[src/rtl/interboard_transmit.sv]
// Sending end of the inter-board link: serializes one game message as six
// 6-bit fields over a Request/Ack handshake, or drives the all-ones
// remote-reset pattern on request.
module interboard_transmit #(
  parameter int unsigned GAP_CYCLES = 2,
  parameter int unsigned RST_HOLD   = 16
) (
  input  logic       clk,
  input  logic       rst,
  input  logic       send_en,
  input  logic [3:0] msg_type,
  input  logic [4:0] block_x,
  input  logic [2:0] block_y,
  input  logic [5:0] card,
  input  logic [2:0] sel_len,
  input  logic       move_dir,
  input  logic       rst_req,
  input  logic       Ack,
  output logic       Request,
  output logic [5:0] interboard_data,
  output logic       busy,
  output logic       send_done
);

  localparam int unsigned FIELD_W    = 6;
  localparam int unsigned NUM_FIELDS = 6;
  localparam int unsigned IDX_W      = 3;
  localparam int unsigned CNT_MAX    = (RST_HOLD > GAP_CYCLES) ? RST_HOLD : GAP_CYCLES;
  localparam int unsigned CNT_W      = $clog2(CNT_MAX + 1);
  localparam logic [FIELD_W-1:0] RST_PATTERN = '1;

  typedef enum logic [2:0] {
    S_IDLE,
    S_SETUP,
    S_REQ,
    S_WAIT_LOW,
    S_GAP,
    S_DONE,
    S_RST_OUT
  } state_t;

  state_t             state_q, state_d;
  logic [IDX_W-1:0]   idx_q, idx_d;
  logic [CNT_W-1:0]   cnt_q, cnt_d;
  logic [FIELD_W-1:0] fields_q [NUM_FIELDS];
  logic [FIELD_W-1:0] fields_d [NUM_FIELDS];
  logic               ack_meta, ack_s;
  logic               request_d, busy_d, send_done_d;
  logic [FIELD_W-1:0] data_d;

  // Two-flop synchronizer for the asynchronous Ack from the other board
  always_ff @(posedge clk) begin
    if (rst) begin
      ack_meta <= 1'b0;
      ack_s    <= 1'b0;
    end else begin
      ack_meta <= Ack;
      ack_s    <= ack_meta;
    end
  end

  // Next state, field capture, counters and the next value of every output
  always_comb begin
    state_d  = state_q;
    idx_d    = idx_q;
    cnt_d    = cnt_q;
    fields_d = fields_q;

    case (state_q)
      S_IDLE: begin
        if (send_en) begin
          fields_d[0] = FIELD_W'(msg_type);
          fields_d[1] = FIELD_W'(block_x);
          fields_d[2] = FIELD_W'(block_y);
          fields_d[3] = card;
          fields_d[4] = FIELD_W'(sel_len);
          fields_d[5] = FIELD_W'(move_dir);
          idx_d       = '0;
          state_d     = S_SETUP;
        end
      end
      S_SETUP: state_d = S_REQ;
      S_REQ: begin
        if (ack_s) state_d = S_WAIT_LOW;
      end
      S_WAIT_LOW: begin
        if (!ack_s) begin
          cnt_d   = '0;
          state_d = S_GAP;
        end
      end
      S_GAP: begin
        if (cnt_q == CNT_W'(GAP_CYCLES - 1)) begin
          if (idx_q == IDX_W'(NUM_FIELDS - 1)) begin
            state_d = S_DONE;
          end else begin
            idx_d   = idx_q + IDX_W'(1);
            state_d = S_SETUP;
          end
        end else begin
          cnt_d = cnt_q + CNT_W'(1);
        end
      end
      S_DONE: state_d = S_IDLE;
      S_RST_OUT: begin
        // Leave only once the request is gone and the minimum hold has elapsed
        if (!rst_req && (cnt_q >= CNT_W'(RST_HOLD - 1))) begin
          state_d = S_IDLE;
        end else if (cnt_q < CNT_W'(RST_HOLD - 1)) begin
          cnt_d = cnt_q + CNT_W'(1);
        end
      end
      default: state_d = S_IDLE;
    endcase

    // Remote reset wins over everything, including a same-cycle send_en
    if (rst_req && (state_q != S_RST_OUT)) begin
      state_d  = S_RST_OUT;
      cnt_d    = '0;
      idx_d    = idx_q;
      fields_d = fields_q;
    end

    request_d   = (state_d == S_REQ) || (state_d == S_RST_OUT);
    busy_d      = (state_d != S_IDLE);
    send_done_d = (state_d == S_DONE);
    case (state_d)
      S_SETUP:                   data_d = fields_d[idx_d];
      S_REQ, S_WAIT_LOW, S_GAP:  data_d = interboard_data;
      S_RST_OUT:                 data_d = RST_PATTERN;
      default:                   data_d = '0;
    endcase
  end

  // State, field storage and registered outputs
  always_ff @(posedge clk) begin
    if (rst) begin
      state_q         <= S_IDLE;
      idx_q           <= '0;
      cnt_q           <= '0;
      for (int i = 0; i < NUM_FIELDS; i++) fields_q[i] <= '0;
      Request         <= 1'b0;
      interboard_data <= '0;
      busy            <= 1'b0;
      send_done       <= 1'b0;
    end else begin
      state_q         <= state_d;
      idx_q           <= idx_d;
      cnt_q           <= cnt_d;
      fields_q        <= fields_d;
      Request         <= request_d;
      interboard_data <= data_d;
      busy            <= busy_d;
      send_done       <= send_done_d;
    end
  end

endmodule
[config.mk]
export PLATFORM = sky130hd
export DESIGN_NAME = interboard_transmit
export DESIGN_NICKNAME = d
export VERILOG_FILES = /design/src/rtl/interboard_transmit.sv
export SDC_FILE = /design/constraint.sdc
export NUM_CORES = 1
export LEC_CHECK = 0
export CAP_MARGIN = 30
export CORE_MARGIN = 5
export CORE_UTILIZATION = 30
export CTS_CLUSTER_DIAMETER = 120
export DETAILED_ROUTE_END_ITERATION = 12
export PLACE_DENSITY = 0.54
export REMOVE_ABC_BUFFERS = 1
export SKIP_LAST_GASP = 1
export SLEW_MARGIN = 20
export SYNTH_ARGS = -nofsm -noshare
export SYNTH_HDL_FRONTEND = slang
export SYNTH_SLANG_ARGS = --single-unit
[constraint.sdc]
create_clock -name clk -period 2.8 [get_ports clk]
set_clock_uncertainty 0.2 [all_clocks]
set_input_delay 0.84 -clock clk [delete_from_list [all_inputs] [get_ports clk]]
set_output_delay 0.84 -clock clk [all_outputs]
set_load 0.03 [all_outputs]
### Yosys cells after proc, flatten, opt, wreduce, memory -nomap -nowiden

Index checks and enable logic that the tools add are counted.

* register bits: 58
* bits of input ports: 27
* output and inout bits: 9
* logic and storage cells: 74

* add/subtract/negate cells: 2
* $lt $le $gt $ge: 3
* eq/ne operators: 18
* muxes and demuxes: 25
* bitwise operators: 1
* reductions and logical operators: 10

Operators with widths (count)
* 36-bit 2-to-1 mux: 3
* 3-bit 2-to-1 mux: 11
* 5-bit 2-to-1 mux: 4
* 6-bit binary-select mux with 3-bit select: 1
* 3-bit equality test, second input constant: 6
* 3-bit case mux with 6 select lines: 1
* 6-bit case mux with 3 select lines: 1
* 5-bit case mux with 3 select lines: 1
* 3-bit by 2-bit equality test with 1-bit output, second input constant: 4
* 6-bit 2-to-1 mux: 2
* 2-bit inequality test, second input constant: 4
* 3-bit by 1-bit equality test with 1-bit output, second input constant: 2
* 3-bit case mux with 2 select lines: 1
* 3-bit nonzero test: 2
* 5-bit by 1-bit adder with 5-bit output, second input constant: 1
* 5-bit by 1-bit equality test with 1-bit output, second input constant: 1
* 5-bit by 4-bit greater-or-equal comparator with 1-bit output, second input constant: 1
* 5-bit by 4-bit < comparator with 1-bit output, second input constant: 1
* 5-bit AND reduction: 1
* 4-bit greater-or-equal comparator, second input constant: 1
* 3-bit NOT with 4-bit output: 1
* 3-bit by 1-bit adder with 3-bit output, second input constant: 1
* 3-bit logical NOT: 1
* 3-bit inequality test, second input constant: 1
* 5 further kinds: 6

### Longest topological paths before layout

* depth after elaboration: 10
* mapped depth: 9
* gate-level depth less buffers: 9

### Least setup slack after synthesis

Ideal clock, no wire load.

* path kind: in2reg
* from: input rst_req
* to: register interboard_data[0]
* library setup time: 0.091 ns
* data arrival time: 2.504 ns
* data required time: 2.509 ns
* path slack: 0.005 ns
* cell stages on the path: 6
* path buffers: 1
* path through: or4b_4 or2_0 buf_6 o211a_1 or4_1 a311oi_1

* longest elaborated chain between the ends: 8
* elaborated cells between the ends (all ways): 19
* classes of those cells: eq/ne: 5; mux: 9; bitwise: 1; reduce/logical: 4

Ends and longest elaborated chain
* start: declaration: RTL line 17 `input logic rst_req,`
* 1-bit logical NOT: RTL line 107 `if (!rst_req && (cnt_q >= CNT_W'(RST_HOLD - 1))) begin`
* 1-bit logical AND: RTL line 107
* 3-bit 2-to-1 mux: RTL line 107
* 3-bit case mux with 6 select lines: RTL line 69 `case (state_q)`
* 3-bit 2-to-1 mux: RTL line 117 `if (rst_req && (state_q != S_RST_OUT)) begin`
* 3-bit by 2-bit equality test with 1-bit output or 3-bit equality test (tied branches): RTL line 127 `case (state_d)`
* 3-bit OR reduction: RTL line 127
* 6-bit case mux with 3 select lines: RTL line 127
* end signal: assignment: RTL line 152 `interboard_data <= data_d;`
* end: declaration: RTL line 20 `output logic [5:0] interboard_data,`

Several ways; a longest one is shown, not always the timed one. The select of a mux whose other input is x is not followed.
A chain may end at the register's enable or synchronous reset.

### Final worst setup path

* from: input send_en
* to: register interboard_data[0]

* longest elaborated chain between the ends: 8
* elaborated cells between the ends (all ways): 20
* classes of those cells: eq/ne: 5; mux: 13; bitwise: 1; reduce/logical: 1

Ends and longest elaborated chain
* start: declaration: RTL line 10 `input logic send_en,`
* 3-bit 2-to-1 mux: RTL line 71 `if (send_en) begin`
* 3-bit case mux with 2 select lines: RTL line 69
* 3-bit 2-to-1 mux: RTL line 117
* 3-bit NOT with 4-bit output (implied by the code): RTL line 128 `S_SETUP: data_d = fields_d[idx_d];`
* 6-bit binary-select mux with 3-bit select: RTL line 128
* 6-bit 2-to-1 mux (implied by the code) (2 in a row): RTL line 128
* 6-bit case mux with 3 select lines: RTL line 127

Several ways; a longest one is shown, not always the timed one. The select of a mux whose other input is x is not followed.

==> metrics <==
Routed WL 6.86 mm; RSZ-0062 raised after global routing no; Pwr Total 0.00191 W; LEAKAGE 1.38 nW; clock period minus worst slack 2.65 ns; DR pass1 iterations 4; Worst VDD drop 0.000172 V; Setup-failing EPs final 0; Layout area overhead 36.6%; total grt overflow 0; fin. max-slew vios 0; synth warn 0; WP data required 2.86 ns; Hold EP ack_s; Antenna diodes 0; Fin. Hold Viols 0; Initial Util 31.0%; Post-Syn Instances 314; dpl cells 482; area of the core 0.00881 mm^2; register area share after synthesis 42.5%; FF+latch count, synth 58; Post-Layout Inst Area 0.00373 mm^2; combinational family with the most area after synthesis simple AND/OR/NAND/NOR gates; FILL cells 913; R2R Setup Slk 0.19 ns; cts bufs inserted 9; slowest stage cell, crit path or4b_4; antenna violations before repair 0; clock-pin slew of the registers on the worst-case setup and hold paths 0.07 ns; largest net degree at the start of global routing 18; DRT antenna net count 0; Synth async-reset ratio 0%; synth top area cells dfxtp_1, nand2_1, a21oi_1; RR Startpoint cnt_q[0]; CTS Root Cell clkbuf_8; post-layout util 42.4%; top cell type by total area after synthesis dfxtp_1; worst hold path class reg -> reg; # nets final 418; critical-path cell list dlygate4sd2_1 > or4b_4 > or2_4 > o211a_1 > or4_1 > a311oi_1; Compound-Gate Fraction of Synth Area 15.8%; fin cells 499; top cell family by delay on the critical path simple AND/OR/NAND/NOR gates; H-tree depth 3; first-pass GRT wire length 11.7 mm; Worst Path Max Fanout 3; Post-Synth Adder-Cell Area 2.29%; drt wl/cell 13.7 um; PD cells 511 mW/mm^2; R2R depth 7; worst hold start ack_meta; fmax 0.377 GHz; Synth Area in XOR/XNOR 0%; Arr. time, crit path 2.71 ns; RePlAce Congestion 0.804; Rows 34; gr usage total 13.0%; DRC Markers 0; Port Buffers 35; vias 2418; CP peak stage delay 0.49 ns; Worst Path Buf+Inv 1; CP Launch Type input port; top-area cell type share of the netlist area 42.5%; latest clock arrival within the worst-skew pair 0.34 ns; layout cells sized above 1 23.8%; Die Span Y 105 um; syn avg cell area 8.70 um^2; Crit Path Class in -> reg; Die ar. 0.0111 mm^2; Max-Cap Viols 0; CTS Buffer Depth 2; vias in the first global route 2491; top_reg_cell synth dfxtp_1; worst r2r dst interboard_data[0]; Post-DP Area 0.00346 mm^2; Synth Area in Simple Gates 26.9%; CTS tree done; die width 105 um; Distinct cells, synth 49; EDFF count, synth 0; # clock sinks 58; Iter 0 DRT Violations 123; post-DP HPWL 5.07 mm; Critical Path End Type flip-flop; Hold Path Cell Cnt 1; Setup TNS Final 0 ns; I/O pins 36; Synth Cell Area 0.00273 mm^2; Vias/cell 4.85; Rel. slew slack 53.0%; status finished, final reports clean; actual slew at the worst max-slew pin 0.703 ns; mux cell area share after synthesis 8.52%; final worst path period share 94.8%
## per-layer routing
layer  GRT usage (%)  part of all wire [%]  vias to the layer above
li1                -                     -                     1265
met1            17.7                    51                     1106
met2            19.9                    44                       39
met3            3.67                   2.7                        8
met4            4.22                   1.4                        0
met5               0                     0                        -
## cell usage in the layout (no fill, tap or decap), drive strengths merged, types with 2 or more instances in the layout
cell type	count
mux2	10
clkdlybuf4s50	33
a211oi	6
a211o	3
nor3	9
nor2	29
dfxtp	58
o31a	3
nor4b	2
o211ai	2
inv	8
a22oi	5
clkinv	2
or3	4
or2	2
buf	44
nand3b	3
clkbuf	10
and3	3
nand4	2
a31oi	4
or4b	3
nor2b	6
nand2	46
and2	14
nor4	7
o21ai	4
ha	5
a21oi	27
mux2i	12
a311oi	4
clkinvlp	3
o211a	2
nand2b	5
## state kept, by name, summed over array words and instances, names as in the netlist
| name | flops |
|---|---|
| Request | 1 |
| ack_meta | 1 |
| ack_s | 1 |
| busy | 1 |
| cnt_q | 5 |
| fields_q | 36 |
| idx_q | 3 |
| interboard_data | 6 |
| send_done | 1 |
| state_q | 3 |
## cells by family (layout without fill, tap and decap cells)
group / after synthesis / after routing
AND/OR/NAND/NOR: 140 / 140
AO/OA/AOI/OAI: 65 / 65
flip-flops: 58 / 58
buffers and inverters: 24 / 101
multiplexers: 22 / 22
adder cells (fa/ha/maj): 5 / 5
## area by class of cell
| class | instances | area, um^2 | share of cell area (%) |
|---|---|---|---|
| Tap cell | 108 | 135 | 3.62 |
| Sequential cell | 58 | 1160 | 31.1 |
| Inverter | 6 | 22.5 | 0.603 |
| Clock inverter | 7 | 53.8 | 1.44 |
| Clock buffer | 9 | 124 | 3.32 |
| Multi-Input combinational cell | 232 | 1550 | 41.4 |
| Timing Repair Buffer | 79 | 689 | 18.5 |
## power breakdown
| group | internal (W) | switching, W |
|---|---|---|
| registers | 0.000859 | 0.0000251 |
| clock network | 0.000326 | 0.000366 |
| logic | 0.000168 | 0.000163 |
## timing repair
item	4_1_cts	5_1_grt
gates cloned	0	1
hold buffers	0	0
hold endpoints to repair	0	0
buffers inserted	0	0
resized for setup	16	13
pin swaps	5	6
setup endpoints to repair	22	6
## stage by stage
step | hold WS, ns | setup slack (ns)
floorplan | 0.214 | -0.434
global placement | 0.239 | -0.616
detailed placement | 0.224 | -0.743
CTS | 0.242 | 0.00712
global route | 0.270 | 0.0385
finish | 0.238 | 0.146
## cells in the mapped netlist (5+ instances only)
| master | n |
|---|---|
| a211oi_1 | 6 |
| a21oi_1 | 27 |
| a22oi_1 | 5 |
| and2_1 | 14 |
| clkbuf_1 | 13 |
| dfxtp_1 | 58 |
| ha_1 | 5 |
| inv_1 | 6 |
| mux2_2 | 10 |
| mux2i_1 | 12 |
| nand2_1 | 46 |
| nand2b_1 | 5 |
| nor2_1 | 29 |
| nor2b_1 | 6 |
| nor3_1 | 9 |
| nor4_1 | 6 |
## how the worst max path moves through the flow
stage | startpoint | to | cells after the start
floorplan | rst_req | interboard_data[3] | 6
global placement | rst_req | interboard_data[1] | 7
detailed placement | rst_req | interboard_data[1] | 7
CTS | rst_req | interboard_data[1] | 9
global route | cnt_q[0] | interboard_data[0] | 7
finish | send_en | interboard_data[0] | 6
Power figures use the tool's default switching activity.
